[src/rtl/maxpool_row_buffer_array.sv]
// Lane-parallel row buffer for the max-pool stage.
// FIFO mode: a line-delay FIFO with valid/ready on both sides.
// POOL mode: even rows are buffered; each odd-row word is merged with the
// buffered word of the same column by a lane-wise signed max.
module maxpool_row_buffer_array #(
  parameter  int DATA_WIDTH = 16,
  parameter  int NUM_FIFO   = 16,
  parameter  int DEPTH      = 16,
  localparam int AW         = $clog2(DEPTH)
) (
  input  logic                           clk,
  input  logic                           rst_n,
  input  logic                           clr,
  input  logic                           cfg_mode,
  input  logic [AW:0]                    cfg_len,
  input  logic                           in_valid,
  output logic                           in_ready,
  input  logic [DATA_WIDTH*NUM_FIFO-1:0] data_in,
  output logic                           out_valid,
  input  logic                           out_ready,
  output logic [DATA_WIDTH*NUM_FIFO-1:0] data_out,
  output logic [AW:0]                    count,
  output logic                           full,
  output logic                           empty
);

  localparam int            WW       = DATA_WIDTH * NUM_FIFO;
  localparam logic [AW:0]   DEPTH_C  = (AW+1)'(DEPTH);
  localparam logic [AW:0]   ONE_C    = (AW+1)'(1);
  localparam logic [AW-1:0] PTR_ONE  = AW'(1);

  typedef enum logic [1:0] {S_FIFO, S_EVEN, S_ODD} state_t;

  state_t          state_q, state_d;
  logic            mode_q, mode_d;
  logic [AW:0]     len_q, len_d;
  logic [AW:0]     col_q, col_d;
  logic [AW:0]     count_q, count_d;
  logic [AW-1:0]   wr_ptr_q, wr_ptr_d;
  logic [AW-1:0]   rd_ptr_q, rd_ptr_d;
  logic            out_valid_q, out_valid_d;
  logic [WW-1:0]   data_out_q, data_out_d;
  logic [WW-1:0]   mem_q [DEPTH];

  logic [WW-1:0]   head;
  logic [WW-1:0]   max_word;
  logic            push, pop, full_w, in_ready_w, last_col;

  assign head      = mem_q[rd_ptr_q];
  assign full_w    = mode_q ? (count_q == len_q) : (count_q == DEPTH_C);
  assign last_col  = (col_q == len_q - ONE_C);

  assign in_ready  = in_ready_w;
  assign out_valid = out_valid_q;
  assign data_out  = data_out_q;
  assign count     = count_q;
  assign full      = full_w;
  assign empty     = (count_q == '0);

  // Lane-wise signed max of the buffered head and the incoming odd-row word
  always_comb begin
    max_word = '0;
    for (int unsigned i = 0; i < NUM_FIFO; i++) begin
      if ($signed(head[i*DATA_WIDTH +: DATA_WIDTH]) > $signed(data_in[i*DATA_WIDTH +: DATA_WIDTH]))
        max_word[i*DATA_WIDTH +: DATA_WIDTH] = head[i*DATA_WIDTH +: DATA_WIDTH];
      else
        max_word[i*DATA_WIDTH +: DATA_WIDTH] = data_in[i*DATA_WIDTH +: DATA_WIDTH];
    end
  end

  // Next-state, handshake and pointer logic
  always_comb begin
    state_d     = state_q;
    mode_d      = mode_q;
    len_d       = len_q;
    col_d       = col_q;
    count_d     = count_q;
    wr_ptr_d    = wr_ptr_q;
    rd_ptr_d    = rd_ptr_q;
    out_valid_d = out_valid_q;
    data_out_d  = data_out_q;
    push        = 1'b0;
    pop         = 1'b0;
    in_ready_w  = 1'b0;

    if (clr) begin
      state_d     = cfg_mode ? S_EVEN : S_FIFO;
      mode_d      = cfg_mode;
      len_d       = (cfg_len == '0 || cfg_len > DEPTH_C) ? DEPTH_C : cfg_len;
      col_d       = '0;
      count_d     = '0;
      wr_ptr_d    = '0;
      rd_ptr_d    = '0;
      out_valid_d = 1'b0;
    end else begin
      case (state_q)
        S_FIFO: begin
          in_ready_w = !full_w;
          push       = in_valid && in_ready_w;
          pop        = (count_q != '0) && (!out_valid_q || out_ready);
          if (pop) begin
            data_out_d  = head;
            out_valid_d = 1'b1;
          end else if (out_valid_q && out_ready) begin
            out_valid_d = 1'b0;
          end
        end
        S_EVEN: begin
          in_ready_w = 1'b1;
          push       = in_valid;
          if (out_valid_q && out_ready) out_valid_d = 1'b0;
          if (push) begin
            if (last_col) begin
              col_d   = '0;
              state_d = S_ODD;
            end else begin
              col_d = col_q + ONE_C;
            end
          end
        end
        S_ODD: begin
          in_ready_w = !out_valid_q || out_ready;
          pop        = in_valid && in_ready_w;
          if (pop) begin
            data_out_d  = max_word;
            out_valid_d = 1'b1;
            if (last_col) begin
              col_d   = '0;
              state_d = S_EVEN;
            end else begin
              col_d = col_q + ONE_C;
            end
          end else if (out_valid_q && out_ready) begin
            out_valid_d = 1'b0;
          end
        end
        default: state_d = S_FIFO;
      endcase

      if (push) wr_ptr_d = wr_ptr_q + PTR_ONE;
      if (pop)  rd_ptr_d = rd_ptr_q + PTR_ONE;
      if (push && !pop)      count_d = count_q + ONE_C;
      else if (pop && !push) count_d = count_q - ONE_C;
    end
  end

  // Control and output registers
  always_ff @(posedge clk or negedge rst_n) begin
    if (!rst_n) begin
      state_q     <= S_FIFO;
      mode_q      <= 1'b0;
      len_q       <= DEPTH_C;
      col_q       <= '0;
      count_q     <= '0;
      wr_ptr_q    <= '0;
      rd_ptr_q    <= '0;
      out_valid_q <= 1'b0;
      data_out_q  <= '0;
    end else begin
      state_q     <= state_d;
      mode_q      <= mode_d;
      len_q       <= len_d;
      col_q       <= col_d;
      count_q     <= count_d;
      wr_ptr_q    <= wr_ptr_d;
      rd_ptr_q    <= rd_ptr_d;
      out_valid_q <= out_valid_d;
      data_out_q  <= data_out_d;
    end
  end

  // Buffer storage; contents are don't-care after reset
  always_ff @(posedge clk) begin
    if (push) mem_q[wr_ptr_q] <= data_in;
  end

endmodule
[config.mk]
export PLATFORM = sky130hd
export DESIGN_NAME = maxpool_row_buffer_array
export DESIGN_NICKNAME = d
export VERILOG_FILES = /design/src/rtl/maxpool_row_buffer_array.sv
export SDC_FILE = /design/constraint.sdc
export NUM_CORES = 2
export LEC_CHECK = 0
export BUFFER_PORTS_ARGS = -buffer_cell sky130_fd_sc_hd__buf_2
export CAP_MARGIN = 20
export CORE_MARGIN = 1
export CORE_UTILIZATION = 55
export DETAILED_ROUTE_END_ITERATION = 7
export PLACE_DENSITY_LB_ADDON = 0.25
export RECOVER_POWER = 100
export SLEW_MARGIN = 20
export SYNTH_ARGS = -nofsm -noshare
export SYNTH_HDL_FRONTEND = slang
export SYNTH_SLANG_ARGS = --single-unit
[constraint.sdc]
create_clock -name clk -period 36.6 [get_ports clk]
set_clock_uncertainty 0.1 [all_clocks]
set_input_delay 5.49 -clock clk [delete_from_list [all_inputs] [get_ports clk]]
set_output_delay 5.49 -clock clk [all_outputs]
set_load 0.01 [all_outputs]
After elaboration in Yosys (flattened, before gate mapping)
Memories as Yosys holds them, arrays and structs flattened.
Cells that the tools add are included.
{"block": "word_totals", "input_bits": 267, "mem_count": 1, "word_cells": 125, "ram_bits": 4096, "out_inout_bits": 265, "register_bits": 283}
{"name": "mem_q", "words": 16, "width": 256, "rd": 1, "rd_ports_with_merged_regs": 0, "write_ports": 1, "line": "43", "rtl": "logic [WW-1:0] mem_q [DEPTH];"}
{"block": "op_classes", "n_addsub": 6, "order_cmp": 17, "mux": 54, "bitwise": 1, "n_reduce_logical": 25, "eq_ne": 12}
{"operator": "$mux 256", "count": 2}
{"operator": "$pmux 256 s2", "count": 1}
{"operator": "$gt 16x16->1", "count": 16}
{"operator": "$mux 16", "count": 16}
{"operator": "$mux 5", "count": 8}
{"operator": "$mux 4", "count": 4}
{"operator": "$mux 1", "count": 12}
{"operator": "$ne 3x3->1 const B", "count": 4}
{"operator": "$add 5x1->5 const B", "count": 2}
{"operator": "$eq 5x5->1", "count": 2}
{"operator": "$logic_not 5->1", "count": 2}
{"operator": "$mux 2", "count": 5}
{"operator": "$pmux 5 s2", "count": 1}
{"operator": "$sub 5x1->5 const B", "count": 2}
{"operator": "$add 4x1->4 const B", "count": 2}
{"operator": "$logic_and 1x1->1", "count": 6}
{"operator": "$ne 2x2->1 const B", "count": 3}
{"operator": "$pmux 1 s3", "count": 2}
{"operator": "$pmux 2 s3", "count": 1}
{"operator": "$reduce_bool 2->1", "count": 3}
{"operator": "$reduce_bool 3->1", "count": 2}
{"operator": "$eq 5x5->1 const B", "count": 1}
{"operator": "$gt 5x5->1 const B", "count": 1}
{"operator": "$reduce_and 5->1", "count": 1}
{"operator": "other kinds (11)", "count": 16}

Logic depth before layout (Yosys ltp)
{"block": "depth", "depth_word": 11, "ltp_mapped": 18, "depth_no_buf": 12}

Worst setup path before layout
OpenSTA, ideal clock, no wires.
{"block": "synth_path", "path_type": "input to register", "from": "input in_valid", "to": "memory mem_q[0][0] in the netlist's numbering, enable pin", "path_buffers": 1, "arrival_time_ns": 23.675, "required_ns": 35.314, "setup_slack_ns": 11.639, "stages": 6, "setup_ns": 1.186, "path_cell_list": "clkbuf_1 nor2b_1 o41ai_4 nor2_1 nand2_1 nor3_1"}
{"block": "synth_via", "elab_chain_cells": 6}
{"item": "start, declared", "line": "16", "rtl": "input logic in_valid,"}
{"item": "$logic_and 1x1->1", "line": "99", "rtl": "push = in_valid && in_ready_w;"}
{"item": "$pmux 1 s2 (*)", "line": "96", "rtl": "case (state_q)"}
{"item": "$mux 1 (*) (2 in series)", "line": "86", "rtl": "if (clr) begin"}
{"item": "$mux 1 (*)", "line": "174", "rtl": "if (push) mem_q[wr_ptr_q] <= data_in;"}
{"item": "$mux 1 (not written as such) (*)", "line": "174"}
{"item": "end, declared", "line": "43"}
Every way passes the cells marked *; elsewhere a longest branch is shown, timed or not. The select of a mux whose other input is x is not followed.

Final worst setup path
{"block": "layout_path", "from": "input in_valid", "to": "memory mem_q[5][41] in the netlist's numbering, enable pin"}
The elaborated chain is that of the path after synthesis.

==> metrics <==
port bufs 531; synthesized cell area 173,000 µm²; Initial DRC Count 10,200; Netlist cell types 73; leakage power 62.3 nW; max_cap viols 93; cell taking the most area after synthesis edfxtp_1; Post-CTS Resized 0; Least-Margin Pin Slew 11,170 ps; RSZ-0062 raised after global routing false; pwr/cell area 65.6 nW/µm²; arrival time worst endpoint 18,430 ps; fin cells 13,200; Initial Utilization 55.4%; crit path launch type input port; Synth top cells by count edfxtp_1, mux4_2, nand2_1, dfrtp_1, inv_1; CTS tree done; GP Congestion 0.800; #FFs+latches synth 4,379; Total Power 12.7 mW; largest net degree at the start of global routing 159; Synth top area share 71.0%; Rows 205; number of routed nets with antenna violations 0; Hold Violations, Final 0; Num CTS Buffers 431; Root Driver clkbuf_16; syn nets 8,493; Detailed Routing Iterations Pass 1 5; via count 85,500; number of placed I/O pins 532; minimum clock period 18,060 ps; ys flop type edfxtp_1; CP endpoint mem_q[5][41]; Placed Area 181,000 µm²; post-DP HPWL 221 mm; final period utilization 49.3%; global-route wire length before repair 607 mm; status finished with violations; Hold WC Path Type reg -> reg; GRT overflow 0; Hold Path Stages 2; DR WL/cell 31.4 µm; setup slack, reg-to-reg 22,810 ps; final setup violating endpoints 0; CP endpoint kind register; Nets 9,208; final instance area 194,000 µm²; Peak VDD IR 0.0000537 V; postcts setup bufs 0; worst reg2reg path depth 10; share of layout cells above drive strength 1 22.3%; number of global-route vias before repair 88,200; worst r2r dst mem_q[5][41]; Max Slew Vio Count 4,853; Via density 6.47; Synthesis Warnings 0; Area Overhead vs Synth 12.1%; synthesized area per cell 21.8 µm²; Rel. slew slack -645%; Std-Cell Core Area 313,000 µm²; Worst Path Max Fanout 116; register area share after synthesis 75.1%; synth top area cells edfxtp_1, mux4_2, dfrtp_1, ha_1, nand2_1; die height 563 µm; cell count after synthesis 7,957; post-synthesis async set-or-reset flop share 6.46%; Crit Path Category in -> reg; Die Area 317,000 µm²; clock slew at reported path FFs 60 ps; Final Routed Wirelength 415 mm; most common cell in the netlist edfxtp_1; maximum clock path buffer count 4; maximum clock frequency 0.0554 GHz; GRT Util Overall 26.4%; H-tree Lvls 5; setup_tns 0 ps; CP required 36,970 ps; clk sinks 4,379; Die X 563 µm; initial antenna violation count 67; # placed instances 12,400; worst skew pair latency 1000 ps; Hold Buf Count CTS 0; failing checks max-capacitance violations, max-slew violations; drc violations 0; RR Startpoint count[3]; final core utilization 62.1%; EDFF count, synth 4,096; crit path launch in_valid
worst max-delay path: stages:
cell and delay [ps]:
clkbuf_1 650, nor2b_1 320, o41ai_4 120, clkbuf_1 380, nor2_1 330, nand2_1 170, nor2_1 170, clkbuf_1 7770
clkbuf_1 2930
per-layer routing:
metal	part of all wire, %	up-vias	track usage, %
met5	0.065	-	0
met1	40	45900	38.0
met3	9.0	624	5.13
li1	-	34900	-
met4	2.5	40	6.59
met2	48	3969	42.1
layout make-up:
type | count | area [µm²]
Timing Repair Buffer | 679 | 2930
Multi-Input combinational cell | 2900 | 40300
Clock inverter | 248 | 2800
Antenna cell | 29 | 72.6
Sequential cell | 4379 | 130000
Inverter | 281 | 1050
Fill cell | 21100 | 119000
Clock buffer | 566 | 11700
Tap cell | 4140 | 5180
power by group:
group | switching, mW | leakage [nW] | total, mW | internal (mW)
clock network | 1.90 | 7.05 | 4.48 | 2.58
logic | 1.30 | 14.9 | 2.42 | 1.11
registers | 0.143 | 40.4 | 5.84 | 5.69
logic make-up after synthesis:
group	count (synthesis)	share of synthesized area (%)
mux	1327	16.9
compound gates	533	2.25
fa+ha+maj	269	1.95
buf+inv	678	1.67
simple gates	753	2.06
xor+xnor	18	0.0953
flops	4379	75.1
sequential cells by signal, indices dropped and copies added, names as in the netlist:
signal     cells
mem_q       4096
len_q          5
data_out     256
mode_q         1
wr_ptr_q       4
count          5
out_valid      1
state_q        2
col_q          5
rd_ptr_q       4
per-stage QoR:
step / setup WS [ps] / hold slack [ps]
2_1_floorplan: 11640 / 358
6_report: 18540 / 369
3_5_place_dp: 24580 / 354
5_1_grt: 18150 / 387
4_1_cts: 24570 / 369
3_3_place_gp: 24530 / 348
placed cells by master, fill, tap and decap left out, types with 15 or more instances in the layout:
master         n
edfxtp_1    4096
mux4_2      1279
clkbuf_1     710
clkbuf_16    433
nand2_1      353
inv_1        280
dfrtp_1      278
ha_1         268
a21oi_1      141
a32oi_1       93
nor2_1        92
nand3_1       78
clkinv_1      76
clkinv_2      74
a221o_1       65
o21ai_0       64
nand4_1       47
mux2i_1       46
and3_1        46
bufinv_16     44
a21o_1        42
buf_4         40
clkbuf_8      39
diode_2       29
o311ai_0      28
nor3_1        23
nor2b_1       21
clkinvlp_4    20
or3_1         19
nor3b_1       16
a211oi_1      15
o211ai_1      15
how the worst min path moves through the flow:
stage / slack (ps) / startpoint / endpoint
3_5_place_dp: 350 / data_out[252] / data_out[252]
4_1_cts: 370 / data_out[161] / data_out[161]
3_3_place_gp: 350 / data_out[148] / data_out[148]
2_1_floorplan: 360 / len_q[4] / len_q[4]
5_1_grt: 390 / data_out[161] / data_out[161]
6_report: 370 / data_out[252] / data_out[252]
Note: power is estimated with default switching activity, not from simulation.
